$ cat src/rtl/shaper_peak_reader_pkg.sv
// Shared widths, reader defaults and the reader state encoding used by the
// trapezoidal filter back-end.
package shaper_peak_reader_pkg;

    localparam int SIZE_ADC_DATA = 14;
    // Filter output width; the reader consumes exactly this width.
    localparam int W_SAMPLE = SIZE_ADC_DATA + 6;

    localparam int READER_THRESHOLD = 100;
    localparam int READER_HYST      = 20;
    localparam int READER_SETTLE    = 4;
    localparam int READER_AVG_LOG2  = 2;
    localparam int READER_TS_W      = 32;

    typedef enum logic [2:0] {
        ST_IDLE     = 3'd0,
        ST_SETTLE   = 3'd1,
        ST_ACCUM    = 3'd2,
        ST_REPORT   = 3'd3,
        ST_ABORT    = 3'd4,
        ST_WAIT_LOW = 3'd5
    } reader_state_e;

endpackage

$ cat src/rtl/shaper_peak_reader_ts_counter.sv
// Free-running wrap-around timestamp counter, reusable by any timestamping block.
module shaper_peak_reader_ts_counter #(
    parameter int TS_W = 32
) (
    input  logic            clk,
    input  logic            rst_n,
    input  logic            en_i,
    output logic [TS_W-1:0] count_o
);

    logic [TS_W-1:0] count_q;
    logic [TS_W-1:0] count_d;

    assign count_d = en_i ? count_q + 1'b1 : count_q;
    assign count_o = count_q;

    always_ff @(posedge clk or negedge rst_n) begin
        if (!rst_n) begin
            count_q <= '0;
        end else begin
            count_q <= count_d;
        end
    end

endmodule

$ cat src/rtl/shaper_peak_reader.sv
// Detects trapezoids in the shaped stream, averages a flat-top window and
// emits one timestamped amplitude word (or a short-pulse flag) per pulse.
module shaper_peak_reader
    import shaper_peak_reader_pkg::*;
#(
    parameter int W         = W_SAMPLE,
    parameter int THRESHOLD = READER_THRESHOLD,
    parameter int HYST      = READER_HYST,
    parameter int SETTLE    = READER_SETTLE,
    parameter int AVG_LOG2  = READER_AVG_LOG2,
    parameter int TS_W      = READER_TS_W
) (
    input  logic            clk,
    input  logic            reset,
    input  logic            sample_en,
    input  logic [W-1:0]    sample,
    output logic [W-1:0]    amplitude,
    output logic            amp_valid,
    output logic [TS_W-1:0] timestamp,
    output logic            short_pulse,
    output logic            busy,
    output logic [2:0]      state_dbg
);

    localparam int AW = W + AVG_LOG2;
    localparam logic [7:0] SETTLE_LAST = 8'((SETTLE > 0) ? SETTLE - 1 : 0);
    localparam logic [7:0] AVG_LAST    = 8'((1 << AVG_LOG2) - 1);

    reader_state_e          state_q;
    logic [7:0]             cnt_q;
    logic signed [AW-1:0]   acc_q;
    logic signed [AW-1:0]   acc_d;
    logic signed [AW-1:0]   acc_shr;
    logic [TS_W-1:0]        ts_q;
    logic [TS_W-1:0]        ts_count;
    logic [W-1:0]           amplitude_q;
    logic [TS_W-1:0]        timestamp_q;
    logic                   amp_valid_q;
    logic                   short_pulse_q;
    logic signed [W-1:0]    s;
    logic                   above;
    logic                   below_rearm;

    shaper_peak_reader_ts_counter #(.TS_W(TS_W)) u_ts (
        .clk     (clk),
        .rst_n   (reset),
        .en_i    (1'b1),
        .count_o (ts_count)
    );

    // All level compares are signed so negative samples can never trigger.
    assign s           = sample;
    assign above       = int'(s) > THRESHOLD;
    assign below_rearm = int'(s) < (THRESHOLD - HYST);
    assign acc_d       = acc_q + AW'(s);
    assign acc_shr     = acc_q >>> AVG_LOG2;

    always_ff @(posedge clk or negedge reset) begin
        if (!reset) begin
            state_q       <= ST_IDLE;
            cnt_q         <= '0;
            acc_q         <= '0;
            ts_q          <= '0;
            amplitude_q   <= '0;
            timestamp_q   <= '0;
            amp_valid_q   <= 1'b0;
            short_pulse_q <= 1'b0;
        end else begin
            amp_valid_q   <= 1'b0;
            short_pulse_q <= 1'b0;
            case (state_q)
                ST_IDLE: begin
                    if (sample_en && above) begin
                        ts_q    <= ts_count;
                        cnt_q   <= '0;
                        acc_q   <= '0;
                        state_q <= (SETTLE == 0) ? ST_ACCUM : ST_SETTLE;
                    end
                end
                ST_SETTLE: begin
                    if (sample_en) begin
                        if (!above) begin
                            state_q <= ST_ABORT;
                        end else if (cnt_q == SETTLE_LAST) begin
                            cnt_q   <= '0;
                            acc_q   <= '0;
                            state_q <= ST_ACCUM;
                        end else begin
                            cnt_q <= cnt_q + 8'd1;
                        end
                    end
                end
                ST_ACCUM: begin
                    if (sample_en) begin
                        if (!above) begin
                            state_q <= ST_ABORT;
                        end else begin
                            acc_q <= acc_d;
                            if (cnt_q == AVG_LAST) begin
                                cnt_q   <= '0;
                                state_q <= ST_REPORT;
                            end else begin
                                cnt_q <= cnt_q + 8'd1;
                            end
                        end
                    end
                end
                ST_REPORT: begin
                    amplitude_q <= acc_shr[W-1:0];
                    timestamp_q <= ts_q;
                    amp_valid_q <= 1'b1;
                    state_q     <= ST_WAIT_LOW;
                end
                ST_ABORT: begin
                    short_pulse_q <= 1'b1;
                    state_q       <= ST_WAIT_LOW;
                end
                ST_WAIT_LOW: begin
                    if (sample_en && below_rearm) begin
                        state_q <= ST_IDLE;
                    end
                end
                default: state_q <= ST_IDLE;
            endcase
        end
    end

    assign amplitude   = amplitude_q;
    assign timestamp   = timestamp_q;
    assign amp_valid   = amp_valid_q;
    assign short_pulse = short_pulse_q;
    assign busy        = (state_q != ST_IDLE);
    assign state_dbg   = state_q;

endmodule
$ cat config.mk
export PLATFORM = sky130hd
export DESIGN_NAME = shaper_peak_reader
export DESIGN_NICKNAME = d
export VERILOG_FILES = /design/src/rtl/shaper_peak_reader_pkg.sv /design/src/rtl/shaper_peak_reader_ts_counter.sv /design/src/rtl/shaper_peak_reader.sv
export SDC_FILE = /design/constraint.sdc
export NUM_CORES = 1
export LEC_CHECK = 0
export CORE_AREA = 10 10 250 133
export CTS_CLUSTER_DIAMETER = 60
export DETAILED_ROUTE_END_ITERATION = 10
export DIE_AREA = 0 0 260 143
export DONT_BUFFER_PORTS = 1
export GPL_TIMING_DRIVEN = 0
export PLACE_DENSITY_LB_ADDON = 0.12
export SYNTH_ARGS = -nofsm -noshare
export SYNTH_HDL_FRONTEND = slang
export SYNTH_SLANG_ARGS = --single-unit
$ cat constraint.sdc
create_clock -name clk -period 2.15 [get_ports clk]
set_input_delay 0.5375 -clock clk [delete_from_list [all_inputs] [get_ports clk]]
set_output_delay 0.5375 -clock clk [all_outputs]
set_load 0.02 [all_outputs]
Word level (Yosys, flattened, before mapping). Index checks and enable logic that the tools add are counted.

Add/subtract/negate cells: 3. Multiply operators: 0. Divide/modulo/power cells: 0. $lt $le $gt $ge: 2. Eq/ne operators: 17. Shift operators: 0. Muxes and demuxes: 23. Bitwise gates (word level): 0. Reductions and logical operators: 12.

Operators by type and width (number): $mux 22 (6); $pmux 22 s3 (1); $add 32x1->32 const B (1); $mux 8 (4); $mux 3 (8); $add 22x20->22 (1); $gt 20x8->1 const B (1); $lt 20x8->1 const B (1); $pmux 8 s2 (1); $pmux 3 s5 (1); $ne 2x2->1 const B (7); $add 8x1->8 const B (1); $eq 8x2->1 const B (1); $reduce_and 7->1 (1); $eq 3x2->1 const B (2); $eq 3x3->1 const B (2); $ne 3x3->1 const B (2); $reduce_and 6->1 (1); $reduce_bool 3->1 (2); $ne 2x1->1 const B (2); $reduce_and 4->1 (1); $reduce_or 2->1 (2); $eq 3x1->1 const B (1); $logic_not 3->1 (1); 4 further kinds (6).

Register bits after elaboration: 151. Bits in latches: 0. Memory bits (writable): 0. Memory bits (read-only): 0. Input port bits: 23. Output and inout bits: 58. Memories kept: 0.

Longest topological paths before layout.
Depth after elaboration: 5. Mapped depth: 10. Depth with buffers taken out: 10.

Modules after synthesis. Synthesis repeated with hierarchy kept, for this count alone.

Cells, all modules: 705. Area total of the unflattened synthesis: 7179.4 um2.

By module, submodules not included: shaper_peak_reader (instances 1, cells an instance 582, area an instance 5730.5 um2, sequential area each 2977.9 um2); shaper_peak_reader_ts_counter (instances 1, cells an instance 123, area an instance 1448.9 um2, sequential area each 800.8 um2).

Worst setup path before layout. Ideal clock, no wire load.

Path kind: input-to-reg. Start point: input port sample[0]. End point: register acc_q[14]. Setup time: 0.069 ns. Arrival: 2.418 ns. Path slack: -0.337 ns. Stages: 10. Path buffers: 0. Cell sequence: ha_1 -> inv_1 -> fa_1 -> nor2b_1 -> o211ai_1 -> a21boi_0 -> o21ai_0 -> nor2b_1 -> or4_1 -> nand3_1.

Cells in the longest elaborated chain, start to end: 4. Elaborated cells between the ends (all ways): 10. Those cells by class: add/sub (1); order compare (1); eq/ne (3); mux (3); reduce/logical (2).

RTL lines: from (decl) (line shaper_peak_reader.sv:16) `input logic [W-1:0] sample,`; $add 22x20->22 or $gt 20x8->1 (tied branches) (line shaper_peak_reader.sv:55, shaper_peak_reader.sv:53); $mux 22 or $logic_and 1x1->1 (tied branches) (line shaper_peak_reader.sv:95, shaper_peak_reader.sv:73); $mux 22 or $ne 2x2->1 (tied branches); $pmux 22 s3 or $reduce_and 7->1 (tied branches); to (signal assigned) (line shaper_peak_reader.sv:62) `acc_q <= '0;`; to (signal assigned) (line shaper_peak_reader.sv:76) `acc_q <= '0;`; to (signal assigned) (line shaper_peak_reader.sv:98) `acc_q <= acc_d;`; to (decl) (line shaper_peak_reader.sv:31) `logic signed [AW-1:0] acc_q;`.

Several ways; a longest one is shown, not always the timed one. The select of a mux whose other input is x is not followed. A chain may end at the register's enable or synchronous reset.

Worst setup path after layout.
Start point: register acc_q[0]. End point: register acc_q[16].

Cells in the longest elaborated chain, start to end: 4.

RTL lines: from (signal assigned) (line shaper_peak_reader.sv:62); from (signal assigned) (line shaper_peak_reader.sv:76); from (signal assigned) (line shaper_peak_reader.sv:86) `acc_q <= '0;`; $add 22x20->22 (line shaper_peak_reader.sv:55) `assign acc_d = acc_q + AW'(s);`; $mux 22 (line shaper_peak_reader.sv:95) `if (!above) begin`; $mux 22 (line shaper_peak_reader.sv:94) `if (sample_en) begin`; $pmux 22 s3 (line shaper_peak_reader.sv:71) `case (state_q)`.

No other way between the ends. The select of a mux whose other input is x is not followed.

==> Flow_metrics.wiki <==
{| class="wikitable"
! Metric !! Value
|-
| Layout-stage area growth over the synthesis result || 23.5%
|-
| Maximum level of the CTS H-tree || 4
|-
| Summed instance area of the synthesized netlist || ~7100 sq um
|-
| Post-DRT Antenna Nets || 0
|-
| Final number of max-transition violations || 0
|-
| Type of element launching the critical path || flop
|-
| Core Rows || 44
|-
| Post-DP HPWL || between 10 and 15 mm
|-
| Part of the cycle the worst path needs || 1.06
|-
| Worst IR drop on VDD || roughly 410 uV
|-
| Number of cells produced by synthesis || about 700
|-
| Wire length of the first global-routing pass || about 30 mm
|-
| RSZ-0062 raised after global routing || yes
|-
| Post-route cell area || a little under 9000 sq um
|-
| Total wire length after detailed routing || 19.1 mm
|-
| Type of destination of the critical path || flop
|-
| Detailed-route via count || 5140
|-
| Number of DRC markers in iteration 0 || approximately 350
|-
| Root Buffer Master || clkbuf_16
|-
| Count of antenna diodes in the layout || 0
|-
| Synthesized Nets || 765
|-
| Maximum number of pins on one net before global-route repair || around 150
|-
| Die width || between 200 and 300 microns
|-
| GPL Wtd Cong || 0.816
|-
| Worst Setup Slack, final || -0.125 ns
|-
| Total global-route track usage || 0.105
|-
| Filler instances || between 2000 and 3000
|-
| Initial Utilization || 0.248
|-
| Post-Synthesis Mean Instance Area || around 9.9 sq um
|-
| Top Ports || around 80
|-
| Initial antenna violation count || 0
|-
| Leak pwr || 4.09 nW
|-
| EDFF count, synth || 0
|-
| Routed wirelength normalized by instance count || roughly 17 microns
|-
| Slew at the pin closest to its max-slew limit || roughly 0.73 ns
|-
| Core Footprint || 28700 sq um
|-
| Asr flop ratio synth || 1.00
|-
| Pre-CTS setup slack || -0.924 ns
|-
| Cell area after placement || 7690 sq um
|-
| CTS sink count || about 150
|-
| Total count of hold-check failures in the final report || around 150
|-
| Post-synth cell types || 52
|-
| Class of the tightest hold or removal check || in2async
|-
| Total of endpoints with negative setup slack in the final report || 8
|-
| Highest achievable clock rate || ~440 MHz
|-
| Die Y-Extent || roughly 140 microns
|-
| Violations in the final reports || hold timing, setup timing
|-
| P per Cell Area || roughly 1100 nW/um^2
|-
| NumNets Final || 802
|-
| Number of max-cap violations || 0
|-
| Most common cell after layout, fill and taps aside || nand2_1
|-
| Total of buffers placed on input and output ports || 0
|-
| Post-synth top flop || dfrtp_1
|-
| Seq/Total Area, Yosys || 0.532
|-
| Share of cells above drive strength 1 || 0.219
|-
| Die area || 37200 sq um
|-
| Outcome || finished, violations left
|-
| Routed vias/inst || 4.43
|-
| Final min period || 2.27 ns
|-
| Worst max-slew margin expressed relative to the limit || 0.514
|-
| DRC viols || 0
|-
| Source-to-sink clock delay at the later pin of the worst-skew pair || around 0.45 ns
|-
| WP data required || approximately 2.5 ns
|-
| Category of the critical setup timing path || reg2reg
|-
| Clock Path Buffers || 2
|-
| Post-route worst hold slack || -0.217 ns
|-
| Max Clock Skew || between 0.01 and 0.015 ns
|-
| Iteration count of the initial detailed-routing pass || 4
|-
| Total negative slack || -0.550 ns
|-
| Inserted Clock Buffers || 17
|-
| Critical-path maximum fanout || 4
|-
| Total congestion overflow || 0
|-
| Register bit total from synthesis || ~150
|-
| Commonest non-fill, non-tap cells in the layout || nand2_1, dfrtp_1, o21ai_0, xnor2_1, mux2_2
|-
| Synth warn || 0
|-
| CP Data Arrival Time || roughly 2.7 ns
|-
| Number of global-route vias before repair || ~5100
|-
| Clock transition at the register clock pins on the worst setup and hold paths after CTS || roughly 0.07 ns
|-
| Clock tree from TritonCTS || yes
|}
==> metal layers <==
layer	GRT usage	wire [microns]	up-vias	part of all wire
li1	-	-	2536	-
met1	0.129	8580	2528	0.45
met2	0.172	9470	56	0.50
met3	0.0269	774	20	0.040
met4	0.0432	301	0	0.016
met5	0	0	-	0
==> final timing paths <==
path,from,endpoint,slack (ns),depth (start not counted)
worst max register to register,acc_q[0],acc_q[16],-0.12,10
min in group clk,sample[0],acc_q[0],0.35,2
worst max-delay path,acc_q[0],acc_q[16],-0.12,10
max in group asynchronous,reset,acc_q[12],2.10,0
worst min register to register,ts_q[25],timestamp[25],0.46,2
worst min-delay path,reset,timestamp[13],-0.22,0
==> kinds of logic (layout without fill, tap and decap cells) <==
| logic type | Yosys count | after routing | share of synthesized area |
|---|---|---|---|
| XOR/XNOR | 44 | 44 | 0.0543 |
| buffers and inverters | 37 | 87 | 0.0243 |
| adder cells (fa/ha/maj) | 25 | 25 | 0.0447 |
| flip-flops | 151 | 151 | 0.532 |
| AND/OR/NAND/NOR | 322 | 322 | 0.202 |
| multiplexers | 32 | 32 | 0.0514 |
| AO/OA/AOI/OAI | 107 | 107 | 0.0912 |
==> through the flow <==
stage               cells  hold WS, ns   util  total power [W]
floorplan             718        0.242      -          0.00560
global placement     1109        0.247  0.268          0.00623
detailed placement   1109        0.247  0.268          0.00626
CTS                  1142       -0.242  0.295          0.00951
global route         1159       -0.237  0.306           0.0102
finish               1159       -0.217  0.306          0.00958
==> power breakdown <==
part | internal (W) | switching [W] | leakage [nW]
sequential | 0.00327 | 0.000614 | 2.06
clock | 0.00167 | 0.00130 | 0.278
combinational | 0.00122 | 0.00151 | 1.76
==> layout make-up <==
cell class	instances	area (sq um)	share of cell area
Inverter	10	37.5	0.00428
Buffer	23	159	0.0181
Clock buffer	20	457	0.0520
Sequential cell	151	3780	0.431
Multi-Input combinational cell	530	3550	0.405
Tap cell	391	489	0.0558
Clock inverter	12	116	0.0133
Timing Repair Buffer	22	180	0.0205
==> repair_timing <==
item	in CTS	in global routing
setup endpoints to repair	106	34
resized for setup	47	43
hold endpoints to repair	151	151
pin swaps	10	19
cloned	0	0
buffers inserted	5	17
==> synthesized netlist by cell type, drive strengths merged (4+ instances only) <==
library cell,instances,area [sq um]
and4,5,43.8
nor3,8,40.0
o21a,4,30.0
nand2b,6,37.5
nor4,5,31.3
nand4,9,56.3
o21ai,44,220
xor2,15,131
o31ai,5,37.5
ha,23,288
inv,10,37.5
dfrtp,151,3780
nor2b,6,37.5
nand3,20,100
and3,13,81.3
a21o,7,52.6
clkbuf,20,75.1
nor2,19,71.3
a211oi,4,30.0
buf,7,60.1
xnor2,29,254
a21oi,25,125
mux2,30,345
or3,7,48.8
or2,4,25.0
nand2,210,788
==> sequential cells by signal, indices dropped and copies added (netlist names) <==
signal / flops
short_pulse: 1
acc_q: 22
amplitude: 20
amp_valid: 1
state_dbg: 3
ts_q: 32
cnt_q: 8
timestamp: 32
u_ts.count_o: 32
==> critical path, cell delays in order (launching register included) <==
cell,delay [ns]
dfrtp_1,0.38
ha_4,0.15
inv_2,0.03
fa_2,0.34
nor2b_2,0.14
o211ai_1,0.12
a21boi_2,0.21
o21ai_2,0.11
nor2b_4,0.15
or4_1,0.48
nand3_1,0.09
(Power assumes the default switching activity.)
==> variant 1, RTL diff (same settings) <==
Make the reset (`reset` and `rst_n`) synchronous in 2 clocked blocks.
--- a/src/rtl/shaper_peak_reader_ts_counter.sv
+++ b/src/rtl/shaper_peak_reader_ts_counter.sv
@@ -14,7 +14,7 @@
     assign count_d = en_i ? count_q + 1'b1 : count_q;
     assign count_o = count_q;
 
-    always_ff @(posedge clk or negedge rst_n) begin
+    always_ff @(posedge clk) begin
         if (!rst_n) begin
             count_q <= '0;
         end else begin
--- a/src/rtl/shaper_peak_reader.sv
+++ b/src/rtl/shaper_peak_reader.sv
@@ -55,7 +55,7 @@
     assign acc_d       = acc_q + AW'(s);
     assign acc_shr     = acc_q >>> AVG_LOG2;
 
-    always_ff @(posedge clk or negedge reset) begin
+    always_ff @(posedge clk) begin
         if (!reset) begin
             state_q       <= ST_IDLE;
             cnt_q         <= '0;
Formal check against the unedited RTL: differs if reset is asserted again (counterexample within 4 cycles, from zero or initial values and one cycle with reset low); with reset held inactive, the same outputs for 10 cycles.
==> variant 1 against the original RTL <==
- the run ends with setup timing left
- cell area shrank 7.4%
- setup slack improved by 42 ps
- non-clock buffer count is 6 higher
- critical path depth shrank 1
- die area stayed put
- area after synthesis shrank 6.0%
- sequential cell count unchanged
- global-route usage increased by 0.39 points
- first-iteration DRC count decreased by 27%
- routed wire length up 4.0%
- synthesized cell count up 17%
Power is not compared: it rests on default switching activity, and its combinational part moved more than twofold at a synthesized area within 25%.
==> variant 1: results (changes against the original RTL) <==
status: "finished with violations"
failed_checks: "setup timing"
grt_max_degree: 17  # -89%
top_fanout_value_on_the_critical_path: 5  # +1
standard_cell_with_the_maximum_stage_delay_on_the_critical_path: "sky130_fd_sc_hd__or4b_4"
post-place-ws_ps: -1150  # -229 ps
filler_cells: 3081  # +3.7%
detailroute.via_count: 5653  # +10%
syn_nets: 884  # +16%
detailedRoute.firstIterationViolations: 257  # -27%
post_route_cells_drive_above_1_share: 0.135  # -0.0842
gr-usage-met3: 0.0264  # -0.000528
r2r_start: "cnt_q[1]"
synthTopCellsByCount: "216 x sky130_fd_sc_hd__nand2_1, 151 x sky130_fd_sc_hd__dfxtp_1, 114 x sky130_fd_sc_hd__a21oi_1"
grt_pass1_wl_mm: 31.4  # +5.0%
placedInstanceArea_um2: 7190  # -6.5%
worst_ep_arrival_time_ps: 2560  # -90 ps
area_growth_pct: 21.7
final_cell_count_no_fill: 1268  # +9.4%
setup_tns_ps: -1170  # -623 ps
port_buffers: 0  # unchanged
timing.final.ws_setup_ps: -83.0  # +41.9 ps
cpPeakStageDelay_ps: 460  # -20 ps
r2r_cells: 9  # -1
route.detailed.wl_per_inst_um: 15.7  # -4.9%
yosys.cell_types.count: 50  # -3.8%
use_met2: 0.179  # +0.00686
final.hold.worst_slack_ps: 220  # +438 ps
grt_util_all_layers: 0.109  # +0.00387
final-setup-viol-count: 19  # +11
routabilityCongestion: 0.756  # -7.4%
syn_area_per_cell_um2: 7.97  # -19%
worstHoldPathType: "in -> reg"
cts_root_buf: "sky130_fd_sc_hd__clkbuf_16"
design.final.nets: 913  # +14%
detailed_place_hpwl_mm: 14.6  # +11%
number_of_global_route_vias_before_repair: 5436  # +6.0%
cts-htree-levels: 4  # unchanged
postSynth.asyncResetShare: 0  # -1.00
cell_types_with_the_largest_area_share_after_synthesis: "sky130_fd_sc_hd__dfxtp_1 45%, sky130_fd_sc_hd__nand2_1 12%, sky130_fd_sc_hd__a21oi_1 8.5%, sky130_fd_sc_hd__xor2_1 4.7%, sky130_fd_sc_hd__ha_1 4.3%"
worst_pin_slew_ps: 698  # -27.7 ps
clock_skew_ps: 10.4  # -1.96 ps
worstReg2RegEnd: "acc_q[21]"
[variant 1: how the worst max path moves through the flow]
stage | from | slack, ps | to | depth (start not counted)
2_1_floorplan | cnt_q[1] | -170 | acc_q[10] | 10
3_3_place_gp | sample[19] | -1180 | ts_q[14] | 8
3_5_place_dp | sample[19] | -1150 | ts_q[15] | 8
4_1_cts | cnt_q[1] | -270 | acc_q[21] | 9
5_1_grt | cnt_q[1] | -180 | acc_q[21] | 9
6_report | cnt_q[1] | -80 | acc_q[21] | 9
[variant 1: repair_timing]
item	4_1_cts	5_1_grt
endpoints found under the setup margin	126	107
pin swaps	14	15
gates cloned	1	0
buffers inserted	7	5
gates resized for setup	33	56
[variant 1: logic make-up (layout without fill, tap and decap cells)]
group / after synthesis / after routing / synth area share
buffers and inverters: 55 / 95 / 0.0332
and+or+nand+nor: 364 / 364 / 0.237
muxes: 4 / 4 / 0.00600
adders and majority gates: 24 / 24 / 0.0461
DFF: 151 / 151 / 0.453
AOI/OAI and AO/OA: 189 / 189 / 0.159
xor gates and xnor gates: 50 / 50 / 0.0656
[variant 1: cell type report]
class                           instances  share of cell area
Tap cell                              391              0.0602
Clock buffer                           19              0.0545
Clock inverter                         11              0.0154
Sequential cell                       151               0.374
Multi-Input combinational cell        631               0.453
Buffer                                 38              0.0216
Inverter                               14             0.00647
Timing Repair Buffer                   13              0.0149
[variant 1: power by group]
group / total, uW / internal [uW] / switching (uW) / leakage (uW)
combinational: 307 / 105 / 203 / 0.00133
clock: 2970 / 1730 / 1240 / 0.000275
sequential: 2830 / 2810 / 18.9 / 0.00122
[variant 1: layer usage]
metal	share of wire	vias up	routed length, um
met2	0.48	53	9650
met3	0.032	16	631
li1	-	2904	-
met5	0	-	0
met1	0.47	2680	9340
met4	0.014	0	284
==> variant 2, RTL diff (config.mk and constraints unchanged) <==
Made on the original files. The package constant `READER_TS_W` goes from 32 to 40.
--- a/src/rtl/shaper_peak_reader_pkg.sv
+++ b/src/rtl/shaper_peak_reader_pkg.sv
@@ -10,7 +10,7 @@
     localparam int READER_HYST      = 20;
     localparam int READER_SETTLE    = 4;
     localparam int READER_AVG_LOG2  = 2;
-    localparam int READER_TS_W      = 32;
+    localparam int READER_TS_W      = 40;
 
     typedef enum logic [2:0] {
         ST_IDLE     = 3'd0,
Interface: changed (resized timestamp); port bits go from 81 to 89. No check against the original RTL was run, so the function may have changed too.
==> variant 2 against the original RTL <==
- the run still ends with hold timing, setup timing left
- area after synthesis increased by 13%
- largest power group unchanged
- sequential cell count increased by 24
- cell area increased by 11%
- setup slack got worse by 180 ps
- power decreased by 5.8%
- count of clock-buffer cells in the layout unchanged
- critical endpoint is now acc_q[8]
- routed wire length increased by 7.6%
- core utilization increased by 3.4 points
- largest cell class unchanged
==> variant 2: results (changes against the original RTL) <==
status: "finished with violations"
failed_checks: "hold timing, setup timing"
netSwitchingFraction: 0.321  # -0.0355
cell_leakage_power_uw: 0.00478  # +17%
grt_util_all_layers: 0.114  # +0.00904
timing.final.ws_setup_ps: -301  # -176 ps
setup_tns_ps: -6120  # -5570 ps
detailroute.via_count: 5657  # +10%
syn_nets: 831  # +8.6%
final.hold.worst_slack_ps: -204  # +13.4 ps
synthTopCellsByCount: "225 x sky130_fd_sc_hd__nand2_1, 175 x sky130_fd_sc_hd__dfrtp_1, 37 x sky130_fd_sc_hd__mux2_2, 37 x sky130_fd_sc_hd__nor2_1, 34 x sky130_fd_sc_hd__xnor2_1"
gr-usage-met3: 0.0380  # +0.0111
grt_pass1_wl_mm: 33.3  # +11%
synth-seq-area-share: 0.547  # +0.0146
route.detailed.wl_per_inst_um: 16.7  # +1.3%
detailedRoute.firstIterationViolations: 309  # -12%
use_met2: 0.188  # +0.0155
post-place-ws_ps: -934  # -9.31 ps
hold_violations: 175  # +16%
post_synth_fa_ha_maj_area_fraction: 0.0397  # -0.00507
synth_compound_area_frac: 0.0895  # -0.00176
area_share_of_xor_xnor_cells_in_the_synthesized_design: 0.0590  # +0.00478
r2r_cells: 7  # -3
top_fanout_value_on_the_critical_path: 10  # +6
viasPerCell: 4.60  # +3.6%
post_synth_mux_area_share: 0.0545  # +0.00307
final-setup-viol-count: 26  # +18
[variant 2: cell count changes in the layout (fill, tap and decap cells not counted), moves of 6 or more]
cell	before	now
sky130_fd_sc_hd__nor2_1	18	34
sky130_fd_sc_hd__xnor2_1	28	34
sky130_fd_sc_hd__nand2_1	210	219
sky130_fd_sc_hd__mux2_2	28	37
sky130_fd_sc_hd__ha_4	11	4
sky130_fd_sc_hd__a22o_1	2	11
sky130_fd_sc_hd__o31ai_1	3	12
sky130_fd_sc_hd__dfrtp_1	148	172
sky130_fd_sc_hd__ha_1	10	17
sky130_fd_sc_hd__o21ai_0	34	15
sky130_fd_sc_hd__a21oi_2	16	1
[variant 2: area by class of cell]
class / instances / area (um^2)
timing repair buffer: 26 / 236
multi-input combinational: 570 / 3830
tap: 391 / 489
fill: 2916 / 18900
buffer: 23 / 184
sequential: 175 / 4380
clock inverter: 12 / 125
inverter: 14 / 52.6
clock buffer: 20 / 457
[variant 2: final timing paths]
kind	endpoint	slack, ps
max	acc_q[8]	-300
min	timestamp[14]	-200
max reg2reg	acc_q[8]	-300
min reg2reg	timestamp[39]	460
max in group asynchronous	state_dbg[1]	2100
min in group clk	acc_q[21]	360
[variant 2: power by group through the flow]
stage               clock [uW]  combinational, uW  sequential, uW
detailed placement           0               1520            4120
global placement             0               1500            4120
finish                    3130               1860            4040
CTS                       3250               1750            4060
floorplan                    0               1190            4000
global route              3400               2070            4090
[variant 2: layer usage]
layer  vias to the layer above  part of all wire
li1                       2778                 -
met1                      2801              0.46
met2                        65              0.49
met3                        13             0.044
met4                         0             0.011
met5                         -                 0
[variant 2: what timing repair did]
action / CTS / global route
setup buffers: 13 / 11
gates cloned: 3 / 0
gates resized for setup: 58 / 43
pin swaps: 6 / 10
endpoints found under the setup margin: 147 / 130
endpoints found under the hold margin: 175 / 175
